===== config.mk =====
export PLATFORM = sky130hd
export DESIGN_NAME = edge_pulse_array
export DESIGN_NICKNAME = d
export VERILOG_FILES = /design/src/rtl/edge_pulse_array.sv
export SDC_FILE = /design/constraint.sdc
export NUM_CORES = 1
export LEC_CHECK = 0
export BUFFER_PORTS_ARGS = -buffer_cell sky130_fd_sc_hd__buf_2
export CAP_MARGIN = 20
export CORE_MARGIN = 4
export CORE_UTILIZATION = 48
export CTS_BUF_LIST = sky130_fd_sc_hd__clkbuf_4 sky130_fd_sc_hd__clkbuf_8
export DETAILED_ROUTE_END_ITERATION = 6
export GPL_TIMING_DRIVEN = 0
export PLACE_DENSITY = 0.76
export SKIP_LAST_GASP = 1
export SYNTH_ARGS = -nofsm -noshare
export SYNTH_HDL_FRONTEND = slang
export SYNTH_SLANG_ARGS = --single-unit

===== constraint.sdc =====
create_clock -name clk -period 0.95 [get_ports clk]
set_clock_uncertainty 0.05 [all_clocks]
set_input_delay 0.095 -clock clk [delete_from_list [all_inputs] [get_ports clk]]
set_output_delay 0.095 -clock clk [all_outputs]
set_load 0.05 [all_outputs]

===== src/rtl/edge_pulse_array.sv =====
// Multi-channel level-to-pulse converter: per-channel synchroniser, selectable
// edge detector (off/rise/fall/both), pulse stretcher and clearable sticky flag.
module edge_pulse_array #(
    parameter int N           = 4,
    parameter int SYNC_STAGES = 2,
    parameter int PULSE_W     = 1,
    parameter int RETRIG      = 1
) (
    input  logic             clk,
    input  logic             rst,
    input  logic [N-1:0]     d,
    input  logic [2*N-1:0]   mode,
    input  logic [N-1:0]     clr,
    output logic [N-1:0]     q,
    output logic [N-1:0]     out,
    output logic [N-1:0]     sticky
);

    localparam int CW = $clog2(PULSE_W + 1);
    localparam logic [CW-1:0] CNT_LOAD = CW'(PULSE_W);
    localparam logic [CW-1:0] CNT_ONE  = CW'(1);

    genvar i;
    generate
        for (i = 0; i < N; i++) begin : g_ch
            logic [SYNC_STAGES-1:0] s;
            logic                   q_d;
            logic                   rise;
            logic                   fall;
            logic                   evt;
            logic [CW-1:0]          cnt;
            logic                   stk;

            assign rise = s[SYNC_STAGES-1] & ~q_d;
            assign fall = ~s[SYNC_STAGES-1] & q_d;
            assign evt  = (mode[2*i] & rise) | (mode[2*i+1] & fall);

            always_ff @(posedge clk) begin
                if (rst) begin
                    s   <= '0;
                    q_d <= 1'b0;
                    cnt <= '0;
                    stk <= 1'b0;
                end else begin
                    s   <= {s[SYNC_STAGES-2:0], d[i]};
                    q_d <= s[SYNC_STAGES-1];
                    // Without retrigger, an edge inside a pulse only sets sticky.
                    if (evt && (cnt == '0 || RETRIG != 0)) begin
                        cnt <= CNT_LOAD;
                    end else if (cnt != '0) begin
                        cnt <= cnt - CNT_ONE;
                    end
                    if (evt) begin
                        stk <= 1'b1;
                    end else if (clr[i]) begin
                        stk <= 1'b0;
                    end
                end
            end

            assign q[i]      = s[SYNC_STAGES-1];
            assign out[i]    = (cnt != '0);
            assign sticky[i] = stk;
        end
    endgenerate

endmodule


### After elaboration in Yosys (flattened, before gate mapping)

Index checks and enable logic that the tools add are counted.

* bits in registers: 20
* bits of input ports: 18
* output and inout port bits: 12
* word-level logic and storage cells: 68

* $add $sub $neg: 4
* mux-type cells: 16
* bitwise gates (word level): 28
* reductions and logical operators: 4

Operators with widths (count)
* bitwise AND 1 bit: 16
* 2-to-1 mux 1 bit: 16
* NOT 1 bit: 8
* nonzero test 2 bit: 4
* bitwise OR 1 bit: 4
* subtractor 1 bit, second input constant: 4

### Longest topological paths before layout

Gate-level depths: netlist of run 1.

* word-level depth: 5
* mapped depth: 2
* mapped depth without buffers: 2

### Worst setup path before layout of run 1

No wires, ideal clock.

* path type: register to register
* start point: register g_ch[0].q_d
* end point: register g_ch[0].stk
* arrival time: 587 ps
* required time: 826 ps
* slack: 239 ps
* stages on the path, launching flop included: 3
* path buffers: 0
* period minus slack after synthesis: 711 ps
* cell sequence: dfxtp_1 nand3b_1 a31oi_1

* longest elaborated chain between the ends: 5
* elaborated cells between the ends (all ways): 8
* classes of those cells: mux: 1; bitwise: 6; reduce/logical: 1

RTL lines
* start: declaration: RTL line 27 `logic q_d;`
* start signal: assignment: RTL line 46 `q_d <= s[SYNC_STAGES-1];`
* NOT 1 bit: RTL line 34 `assign rise = s[SYNC_STAGES-1] & ~q_d;`
* bitwise AND 1 bit: RTL line 34
* bitwise AND 1 bit: RTL line 36 `assign evt = (mode[2*i] & rise) | (mode[2*i+1] & fall);`
* bitwise OR 1 bit (*): RTL line 36
* 2-to-1 mux 1 bit or nonzero test 2 bit (tied branches)
* end signal: assignment: RTL line 43 `stk <= 1'b0;`
* end signal: assignment: RTL line 54 `stk <= 1'b1;`
* end signal: assignment: RTL line 56 `stk <= 1'b0;`
* end: declaration: RTL line 32 `logic stk;`

Mark *: on every way between the ends. The rest lies on a longest branch, timed or not.
A chain may end at the register's enable or synchronous reset.

### Final worst setup path of run 1

* start point: register g_ch[3].s[1]
* end point: output q[3]

RTL lines
* start: declaration: RTL line 26 `logic [SYNC_STAGES-1:0] s;`
* start signal: assignment: RTL line 45 `s <= {s[SYNC_STAGES-2:0], d[i]};`
* end: declaration: RTL line 14 `output logic [N-1:0] q,`

No word-level cell between the ends.

==> results of run 1 <==
[layout make-up]
type | instances | area (um^2) | area share [%]
Tap cell | 16 | 20.0 | 1.89
Buffer | 2 | 10.0 | 0.943
Timing Repair Buffer | 37 | 338 | 31.8
Sequential cell | 20 | 415 | 39.2
Clock buffer | 3 | 22.5 | 2.12
Multi-Input combinational cell | 32 | 255 | 24.1
[final timing paths]
check,from,end,slack (ps)
max,g_ch[3].s[1]$_SDFF_PP0_,q[3],-10
min,mode[5],g_ch[2].cnt$_SDFF_PP0_,10
max reg2reg,g_ch[3].s[1]$_SDFF_PP0_,g_ch[3].stk$_SDFFE_PP0P_,60
min reg2reg,g_ch[0].s[0]$_SDFF_PP0_,g_ch[0].s[1]$_SDFF_PP0_,400
[sequential cells by signal (all words and copies together) (netlist names)]
register	flops
g_ch.stk	4
g_ch.cnt	4
g_ch.q_d	4
g_ch.s	8
[stage by stage]
step                power (mW)  utilization (%)  hold slack (ps)  std cells
floorplan                 1.03                -              173         66
global placement          1.09             61.5              251        110
detailed placement        1.09             61.5              258        110
CTS                       1.53             71.3             8.89        110
global route              1.57             71.3             8.09        110
finish                    1.51             71.3             13.2        110
[tightest hold or removal path: stages]
cell and delay, ps:
sky130_fd_sc_hd__buf_2 110, sky130_fd_sc_hd__nand3b_4 60, sky130_fd_sc_hd__a21oi_1 60
[repair_timing]
item / 4_1_cts / 5_1_grt
setup endpoints to repair: 12 / 12
setup buffers: 5 / 0
gates resized for setup: 48 / 0
hold endpoints to repair: 4 / 0
hold buffers: 4 / 0
[power breakdown]
group	switching, mW	leakage, nW	internal [mW]
Combinational	0.108	0.328	0.119
Clock	0.241	0.0138	0.148
Sequential	0.0197	0.169	0.872
Total	0.368	0.511	1.14
[placed cells by master (no fill, tap or decap)]
cell	netlist	routed
sky130_fd_sc_hd__nand2b_1	4	4
sky130_fd_sc_hd__nand3b_1	4	4
sky130_fd_sc_hd__a21oi_1	4	4
sky130_fd_sc_hd__dlygate4sd3_1	0	4
sky130_fd_sc_hd__clkbuf_4	0	3
sky130_fd_sc_hd__dfxtp_1	20	8
sky130_fd_sc_hd__buf_4	12	5
sky130_fd_sc_hd__nor2b_1	12	12
sky130_fd_sc_hd__buf_8	0	12
sky130_fd_sc_hd__a31oi_1	4	4
sky130_fd_sc_hd__dfxtp_2	0	12
sky130_fd_sc_hd__buf_2	2	18
sky130_fd_sc_hd__nand3b_4	4	4
[layer usage]
metal  GRT usage, %  up-vias  routed length (um)
li1               -      263                   -
met3           3.01        7                 113
met5              0        -                   0
met1           11.6      240                 458
met4           12.9        0                  55
met2           25.6       23                 723
[kinds of logic after synthesis]
kind of cell	after synthesis	synth area share, %
flops	20	53.0
simple gates	24	27.8
buf+inv	14	13.2
compound gates	8	5.96
==> impl_summary.log, run 1 <==
[metrics] status: finished with violations
[metrics] violated checks: negative setup slack
[metrics] buffering stage count on the worst path with inverters included: 1
[metrics] maximum ir drop on the vdd rail: ~1000 uV
[metrics] detailed-route DRC error count: 0
[metrics] data arrival time of the worst path: about 820 ps
[metrics] sort of element at the start of the critical path: flip-flop
[metrics] initial core utilization: between 50% and 60%
[metrics] Die X-Extent: 47.7 um
[metrics] power density cells: 1420 mW/mm^2
[metrics] ranking of synthesized cells by area: sky130_fd_sc_hd__dfxtp_1 (53%), sky130_fd_sc_hd__buf_4 (12%), sky130_fd_sc_hd__nand3b_4 (11%)
[metrics] Worst Hold Depth: 3
[metrics] Max transition margin: between 80% and 90%
[metrics] area fraction of the dominant cell type after synthesis: a little over half
[metrics] Total Routed Length: approximately 1300 um
[metrics] global routing usage summed across all routing layers: 13.8%
[metrics] post-detail-place hpwl: approximately 920 um
[metrics] setup total negative slack: -10.8 ps
[metrics] area of the mapped netlist: 756 um^2
[metrics] number of enable flip-flop cells after synthesis: 0
[metrics] post-route setup slack: -10.8 ps
[metrics] Placement Rows: 14
[metrics] synthesis-to-layout area growth: 40.4%
[metrics] Max H-tree Level: 1
[metrics] Synthesized Nets: 84
[metrics] number of antenna violations at the first check in global routing: 0
[metrics] TritonCTS clock tree: done
[metrics] clock edge transition at the registers on the reported setup and hold paths: roughly 100 ps
[metrics] number of unique standard cell types used by synthesis: 9
[metrics] filler cell count: 116
[metrics] transition time at the pin with the least slew margin: approximately 190 ps
[metrics] First DRT Iteration DRCs: 1
[metrics] Fmax: around 1000 MHz
[metrics] crit path cell chain: buf_8
[metrics] num ports: 30
[metrics] shortest clock period the worst path allows after layout: slightly below 1000 ps
[metrics] core footprint: 0.00149 mm^2
[metrics] number of cells on the worst reg-to-reg path: 3
[metrics] number of vias per cell after detailed routing: approximately 4.8
[metrics] leakage power total: roughly 0.5 nW
[metrics] count of max-cap constraint violations: 0
[metrics] DIE AREA: between 0.002 and 0.0025 mm^2
[metrics] top-count cell post-synth: sky130_fd_sc_hd__dfxtp_1
[metrics] delay-heaviest family, CP: flip-flops
[metrics] placement-stage worst setup slack: 93.4 ps
[metrics] class of the most critical hold timing path: primary input to flip-flop
[metrics] Crit. End Element: output port
[metrics] cell types with the highest counts after synthesis: sky130_fd_sc_hd__dfxtp_1 (20), sky130_fd_sc_hd__buf_4 (12), sky130_fd_sc_hd__nor2b_1 (12)
[metrics] critical setup path kind: flip-flop to output port
[metrics] wire length per cell: about 12 um
[metrics] placed inst area: slightly above 900 um^2
[metrics] stage delay of the slowest cell on the critical path: approximately 370 ps
[metrics] average cell area after synthesis: 11.5 um^2
[metrics] largest area contributor in the synthesized netlist: sky130_fd_sc_hd__dfxtp_1
[metrics] wire length of the first global-routing pass: between 2000 and 2500 um
[metrics] final antenna-violating net count: 0
[metrics] nets: about 110
[metrics] routability cong.: approximately 0.67
[metrics] share of cells above drive strength 1: a little under three fifths
[metrics] length of the first detailed-routing pass in iterations: 3
[metrics] cell area after layout: about 0.0011 mm^2
[metrics] TritonCTS Sinks: 20
[metrics] vertical extent of the die: 47.7 um
[metrics] unrepaired setup endpoints after global routing: true
[metrics] TritonCTS buffer count: 3
[metrics] FFs w/ async S/R, synth: 0%
[metrics] Root Driver: sky130_fd_sc_hd__clkbuf_4
[metrics] latest clock arrival within the worst-skew pair: around 300 ps
[metrics] CP Max Fanout: 2
[metrics] Warnings, synthesis: 0
[metrics] setup violators final: 1
[metrics] number of synthesized register bits: 20
[metrics] count of mapped cells out of synthesis: 66
[metrics] GR Overflow Total: 0
[metrics] flip-flop cell with the highest count after synthesis: sky130_fd_sc_hd__dfxtp_1
[metrics] total via count after detailed routing: 533
[metrics] number of endpoints with negative hold slack in the final report: 0
[metrics] Port Buffer Count: 28
[metrics] slowest CP cell: sky130_fd_sc_hd__dfxtp_2
[metrics] logic depth of the worst path, buffers included: 1
[metrics] maximum number of pins on one net before global-route repair: 11
[metrics] final clock period utilization by the worst path: 101%
[metrics] register area share after synthesis: between 50% and 60%
[metrics] vias in the first global route: between 500 and 600
[metrics] number of pins exceeding their max-slew limit in the final report: 0
[metrics] number of buffers between clock root and the deepest sink: 2
[metrics] data required time at the worst endpoint: just over 800 ps
[metrics] number of antenna repair diodes: 0
Power figures use the tool's default switching activity.
==> run 2: changes to the inputs <==
==> config.mk (replaced) <==
export PLATFORM = sky130hd
export DESIGN_NAME = edge_pulse_array
export DESIGN_NICKNAME = d
export VERILOG_FILES = /design/src/rtl/edge_pulse_array.sv
export SDC_FILE = /design/constraint.sdc
export NUM_CORES = 1
export LEC_CHECK = 0
export CAP_MARGIN = 20
export CORE_AREA = 4 4 41 43
export CTS_BUF_LIST = sky130_fd_sc_hd__clkbuf_4 sky130_fd_sc_hd__clkbuf_8
export DETAILED_ROUTE_END_ITERATION = 6
export DIE_AREA = 0 0 45 47
export DONT_BUFFER_PORTS = 1
export GPL_TIMING_DRIVEN = 0
export PLACE_DENSITY = 0.78
export SKIP_LAST_GASP = 1
export SYNTH_ARGS = -nofsm -noshare
export SYNTH_HDL_FRONTEND = slang
export SYNTH_SLANG_ARGS = --single-unit
==> constraint.sdc (replaced) <==
create_clock -name clk -period 1.1 [get_ports clk]
set_clock_uncertainty 0.05 [all_clocks]
set_input_delay 0.11 -clock clk [delete_from_list [all_inputs] [get_ports clk]]
set_output_delay 0.11 -clock clk [all_outputs]
set_load 0.05 [all_outputs]
==> impl_summary.log, run 2 (synthesis results as in run 1) <==
[metrics] final core area utilization: 74.1%
[metrics] placed inst area: 774 um^2
[metrics] start of the worst register-to-register path: g_ch[2].q_d$_SDFF_PP0_
[metrics] sort of element at the start of the critical path: flip-flop
[metrics] detailed route wirelength on metal2: 734 um
[metrics] count of max-cap constraint violations: 0
[metrics] setup violators final: 0
[metrics] stage delay of the slowest cell on the critical path: around 380 ps
[metrics] global routing usage summed across all routing layers: between 10% and 20%
[metrics] TritonCTS buffer count: 3
[metrics] leakage power total: between 0.4 and 0.5 nW
[metrics] unrepaired setup endpoints after global routing: false
[metrics] overall power consumption: 1.26 mW
[metrics] cell area after layout: about 960 um^2
[metrics] number of antenna repair diodes: 0
[metrics] First DRT Iteration DRCs: 1
[metrics] Final Hold Slack: between 60 and 70 ps
[metrics] Max transition margin: approximately 90%
[metrics] slowest CP cell: sky130_fd_sc_hd__dfxtp_1
[metrics] worst min-delay path startpoint: rst
[metrics] buffering stage count on the worst path with inverters included: 1
[metrics] TritonCTS clock tree: done
[metrics] initial core utilization: around three fifths
[metrics] data required time at the worst endpoint: roughly 940 ps
[metrics] Fmax: around 960 MHz
[metrics] Die X-Extent: roughly 45 um
[metrics] wire length on met1: about 480 um
[metrics] DIE AREA: about 0.0021 mm^2
[metrics] delay-heaviest family, CP: flip-flops
[metrics] Crit. End Element: output port
[metrics] maximum ir drop on the vdd rail: between 800 and 900 uV
[metrics] start point of the critical path: g_ch[0].s[1]$_SDFF_PP0_
[metrics] wire length per cell: 13.1 um
[metrics] Largest register FFs: 8
[metrics] hold-critical path endpoint: g_ch[3].cnt$_SDFF_PP0_
[metrics] latest clock arrival within the worst-skew pair: roughly 290 ps
[metrics] num ports: 30
[metrics] nets: approximately 110
[metrics] CP Max Fanout: 4
[metrics] class of the most critical hold timing path: primary input to flip-flop
[metrics] status: finished, final reports clean
[metrics] crit path cell chain: buf_4
[metrics] synthesis-to-layout area growth: 27.6%
[metrics] transition time at the pin with the least slew margin: approximately 190 ps
[metrics] post-detail-place hpwl: just over 800 um
[metrics] detailed-route DRC error count: 0
[metrics] routability cong.: around 0.6
[metrics] placement-stage worst setup slack: between 300 and 400 ps
[metrics] Total Routed Length: 1310 um
[metrics] DR top layer: met4
[metrics] power density cells: approximately 1300 mW/mm^2
[metrics] Root Driver: sky130_fd_sc_hd__clkbuf_4
[metrics] vertical extent of the die: about 47 um
[metrics] most common library cell in the layout ignoring fill and taps: sky130_fd_sc_hd__dfxtp_1
[metrics] core footprint: 0.00130 mm^2
[metrics] vias in the first global route: 480
[metrics] shortest clock period the worst path allows after layout: 1050 ps
[metrics] Worst Hold Depth: 2
[metrics] Placement Rows: 13
[metrics] Port Buffer Count: 0
[metrics] number of buffers between clock root and the deepest sink: 2
[metrics] number of vias per cell after detailed routing: roughly 4.8
[metrics] clock edge transition at the registers on the reported setup and hold paths: 100 ps
[metrics] register-to-register setup slack: 220 ps
[metrics] number of antenna violations at the first check in global routing: 0
[metrics] share of cells above drive strength 1: 24.7%
[metrics] total via count after detailed routing: just under 500
[metrics] non-filler cells in the finished layout: 100
[metrics] number of placed instances with taps included: 81
[metrics] wire length of the first global-routing pass: ~2100 um
[metrics] register name with the most flops: g_ch.s
[metrics] final clock period utilization by the worst path: between 90% and 100%
[metrics] number of cells on the worst reg-to-reg path: 2
[metrics] Critical R2R Capture: g_ch[2].cnt$_SDFF_PP0_
[metrics] maximum number of pins on one net before global-route repair: 11
[metrics] number of pins exceeding their max-slew limit in the final report: 0
[metrics] GR Overflow Total: 0
[metrics] final antenna-violating net count: 0
[metrics] TritonCTS Sinks: 20
[metrics] commonest cells after routing, fill and taps aside: sky130_fd_sc_hd__dfxtp_1 (20), sky130_fd_sc_hd__dlygate4sd3_1 (16), sky130_fd_sc_hd__nor2b_1 (12)
[metrics] post-route setup slack: approximately 55 ps
[metrics] data arrival time of the worst path: 890 ps
[metrics] number of endpoints with negative hold slack in the final report: 0
[metrics] setup total negative slack: 0 ps
[metrics] critical setup path kind: flip-flop to output port
[metrics] length of the first detailed-routing pass in iterations: 2
[metrics] Max H-tree Level: 1
[metrics] met3 WL post-DR: 86 um
[run 2: cell types whose count changed in the layout (fill, tap and decap cells not counted), sizes merged]
cell and change:
dlygate4sd3 +12, buf -21
[run 2: area by class of cell]
class	count	area, um^2
flip-flops and latches	20	400
clock buffers	3	22.5
multi-input cells	32	255
repair buffers	16	160
fillers	101	337
plain buffers	14	108
well taps	15	18.8
[run 2: how the worst max path moves through the flow]
stage	endpoint	cells after the start	slack, ps
5_1_grt	q[3]	1	2
6_report	q[0]	1	50
3_3_place_gp	g_ch[2].cnt$_SDFF_PP0_	2	370
4_1_cts	q[3]	1	40
2_1_floorplan	g_ch[0].stk$_SDFFE_PP0P_	2	390
3_5_place_dp	g_ch[2].stk$_SDFFE_PP0P_	2	350
[run 2: metal layers]
layer	vias to the layer above	track usage [%]
li1	244	-
met1	222	15.5
met2	15	26.3
met3	2	3.83
met4	0	8.77
met5	-	0
[run 2: power by group]
group	switching, mW	total [mW]	leakage [nW]	internal [mW]
clock network	0.194	0.321	0.0138	0.127
logic	0.0883	0.173	0.268	0.0849
registers	0.0143	0.764	0.164	0.750
total	0.296	1.26	0.446	0.962
[run 2: what timing repair did]
action / in CTS / in global routing
hold buffers: 16 / 0
endpoints found under the setup margin: 0 / 2
endpoints found under the hold margin: 12 / 0
gates resized for setup: 0 / 2
setup buffers: 0 / 0
==> run 3: changes to the inputs <==
--- a/config.mk
+++ b/config.mk
@@ -6,10 +6,10 @@
 export NUM_CORES = 1
 export LEC_CHECK = 0
 export CAP_MARGIN = 20
-export CORE_AREA = 4 4 41 43
-export CTS_BUF_LIST = sky130_fd_sc_hd__clkbuf_4 sky130_fd_sc_hd__clkbuf_8
+export CORE_MARGIN = 4
+export CORE_UTILIZATION = 57
+export CTS_BUF_LIST = sky130_fd_sc_hd__clkbuf_8 sky130_fd_sc_hd__clkbuf_16
 export DETAILED_ROUTE_END_ITERATION = 6
-export DIE_AREA = 0 0 45 47
 export DONT_BUFFER_PORTS = 1
 export GPL_TIMING_DRIVEN = 0
 export PLACE_DENSITY = 0.78
==> impl_summary.log, run 3 (synthesis results as in run 1) <==
[metrics] Fmax: between 900 and 1000 MHz
[metrics] wire length of the first global-routing pass: between 2000 and 2500 um
[metrics] total via count after detailed routing: 470
[metrics] number of vias per cell after detailed routing: approximately 5
[metrics] number of buffers between clock root and the deepest sink: 2
[metrics] maximum number of pins on one net before global-route repair: 12
[metrics] TritonCTS Sinks: 20
[metrics] most utilized layer in the global route result: met2
[metrics] Port Buffer Count: 0
[metrics] status: finished, final reports clean
[metrics] setup total negative slack: 0 ps
[metrics] data required time at the worst endpoint: 940 ps
[metrics] number of placed instances with taps included: 80
[metrics] Placement Rows: 12
[metrics] latest clock arrival within the worst-skew pair: 260 ps
[metrics] register name with the most flops: g_ch.s
[metrics] hold-critical path endpoint: g_ch[0].stk$_SDFFE_PP0P_
[metrics] logic depth of the worst path, buffers included: 1
[metrics] CP Max Fanout: 4
[metrics] start of the worst register-to-register path: g_ch[1].q_d$_SDFF_PP0_
[metrics] First DRT Iteration DRCs: 2
[metrics] GR Overflow Total: 0
[metrics] met1 layer usage reported by global route: between 10% and 20%
[metrics] sort of element at the start of the critical path: flip-flop
[metrics] power density cells: 1550 mW/mm^2
[metrics] final clock period utilization by the worst path: between 90 and 100%
[metrics] Die X-Extent: about 44 um
[metrics] Max transition margin: around 87%
[metrics] number of cells on the worst reg-to-reg path: 2
[metrics] synthesis-to-layout area growth: 25.5%
[metrics] core footprint: ~0.0012 mm^2
[metrics] stage delay of the slowest cell on the critical path: 390 ps
[metrics] routability cong.: between 0.6 and 0.7
[metrics] buffering stage count on the worst path with inverters included: 1
[metrics] Largest register FFs: 8
[metrics] Worst Hold Depth: 2
[metrics] met3 capacity usage during global routing: between 7 and 8%
[metrics] GR Layer Usage met2: 27.3%
[metrics] post-cts sizing count: 0
[metrics] maximum ir drop on the vdd rail: 1150 uV
[metrics] data arrival time of the worst path: a little under 900 ps
[metrics] slowest CP cell: sky130_fd_sc_hd__dfxtp_1
[metrics] number of pins exceeding their max-slew limit in the final report: 0
[metrics] transition time at the pin with the least slew margin: slightly below 200 ps
[metrics] Crit. End Element: output port
[metrics] clock edge transition at the registers on the reported setup and hold paths: about 70 ps
[metrics] number of antenna violations at the first check in global routing: 0
[metrics] worst min-delay path startpoint: clr[0]
[metrics] commonest cells after routing, fill and taps aside: sky130_fd_sc_hd__dfxtp_1 (20), sky130_fd_sc_hd__nor2b_1 (12), sky130_fd_sc_hd__buf_4 (12), sky130_fd_sc_hd__dlygate4sd3_1 (12)
[metrics] class of the most critical hold timing path: primary input to flip-flop
[metrics] final antenna-violating net count: 0
[metrics] vias in the first global route: roughly 500
[metrics] num ports: 30
[metrics] Final Hold Slack: about 7.2 ps
[metrics] share of cells above drive strength 1: between 20% and 30%
[metrics] TritonCTS buffer count: 3
[metrics] register-to-register setup slack: 310 ps
[metrics] wire length per cell: ~13 um
[metrics] initial core utilization: 64.5%
[metrics] number of endpoints with negative hold slack in the final report: 0
[metrics] Max H-tree Level: 1
[metrics] count of max-cap constraint violations: 0
[metrics] delay-heaviest family, CP: flip-flops
[metrics] unrepaired setup endpoints after global routing: false
[metrics] shortest clock period the worst path allows after layout: ~1000 ps
[metrics] global routing usage summed across all routing layers: 15.8%
[metrics] length of the first detailed-routing pass in iterations: 2
[metrics] vertical extent of the die: 44.4 um
[metrics] Critical R2R Capture: g_ch[1].stk$_SDFFE_PP0P_
[metrics] most common library cell in the layout ignoring fill and taps: sky130_fd_sc_hd__dfxtp_1
[metrics] setup violators final: 0
[metrics] crit path cell chain: buf_4
[metrics] post-detail-place hpwl: slightly above 800 um
[metrics] detailed-route DRC error count: 0
[metrics] leakage power total: between 0.4 and 0.5 nW
[metrics] DIE AREA: between 0.0015 and 0.002 mm^2
[metrics] non-filler cells in the finished layout: 96
[metrics] Root Driver: sky130_fd_sc_hd__clkbuf_8
[metrics] number of antenna repair diodes: 0
[metrics] nets: slightly above 100
[metrics] critical setup path kind: flip-flop to output port
[metrics] TritonCTS clock tree: done
[metrics] Total Routed Length: roughly 1300 um
-- run 3: worst max-delay path by stage --
stage                             from                  endpoint  slack, ps
2_1_floorplan   g_ch[0].q_d$_SDFF_PP0_  g_ch[0].stk$_SDFFE_PP0P_        390
3_3_place_gp   g_ch[0].s[1]$_SDFF_PP0_  g_ch[0].stk$_SDFFE_PP0P_        340
3_5_place_dp    g_ch[0].q_d$_SDFF_PP0_  g_ch[0].stk$_SDFFE_PP0P_        330
4_1_cts        g_ch[0].s[1]$_SDFF_PP0_                      q[0]         70
5_1_grt        g_ch[0].s[1]$_SDFF_PP0_                      q[0]         30
6_report       g_ch[0].s[1]$_SDFF_PP0_                      q[0]         70
-- run 3: repair_timing --
action                    in CTS  in global routing
hold buffers                  12                  0
buffers inserted               0                  0
hold endpoints to repair      12                  0
-- run 3: cell type report --
class                   count  area [um^2]
flip-flops and latches     20          400
repair buffers             12          120
multi-input cells          32          255
plain buffers              14          100
fillers                    70          223
well taps                  14         17.5
clock buffers               4         55.1
-- run 3: stage by stage --
stage / util (%) / cell area (um^2) / setup WS [ps] / power (mW)
6_report: 81.0 / 948 / 68.3 / 1.47
2_1_floorplan: - / 756 / 389 / 0.892
3_5_place_dp: 66.0 / 773 / 327 / 0.904
5_1_grt: 81.0 / 948 / 30.6 / 1.53
4_1_cts: 81.0 / 948 / 73.9 / 1.49
3_3_place_gp: 66.0 / 773 / 339 / 0.901
-- run 3: routing by layer --
metal,vias up,wire [um],share of wire (%)
met3,5,141,11
met1,208,485,38
met2,21,612,48
met4,0,42,3.3
met5,-,0,0
li1,236,-,-
-- run 3: power breakdown --
part / internal [mW] / total [mW] / switching, mW
sequential: 0.751 / 0.765 / 0.0143
combinational: 0.0739 / 0.161 / 0.0870
clock: 0.318 / 0.543 / 0.224
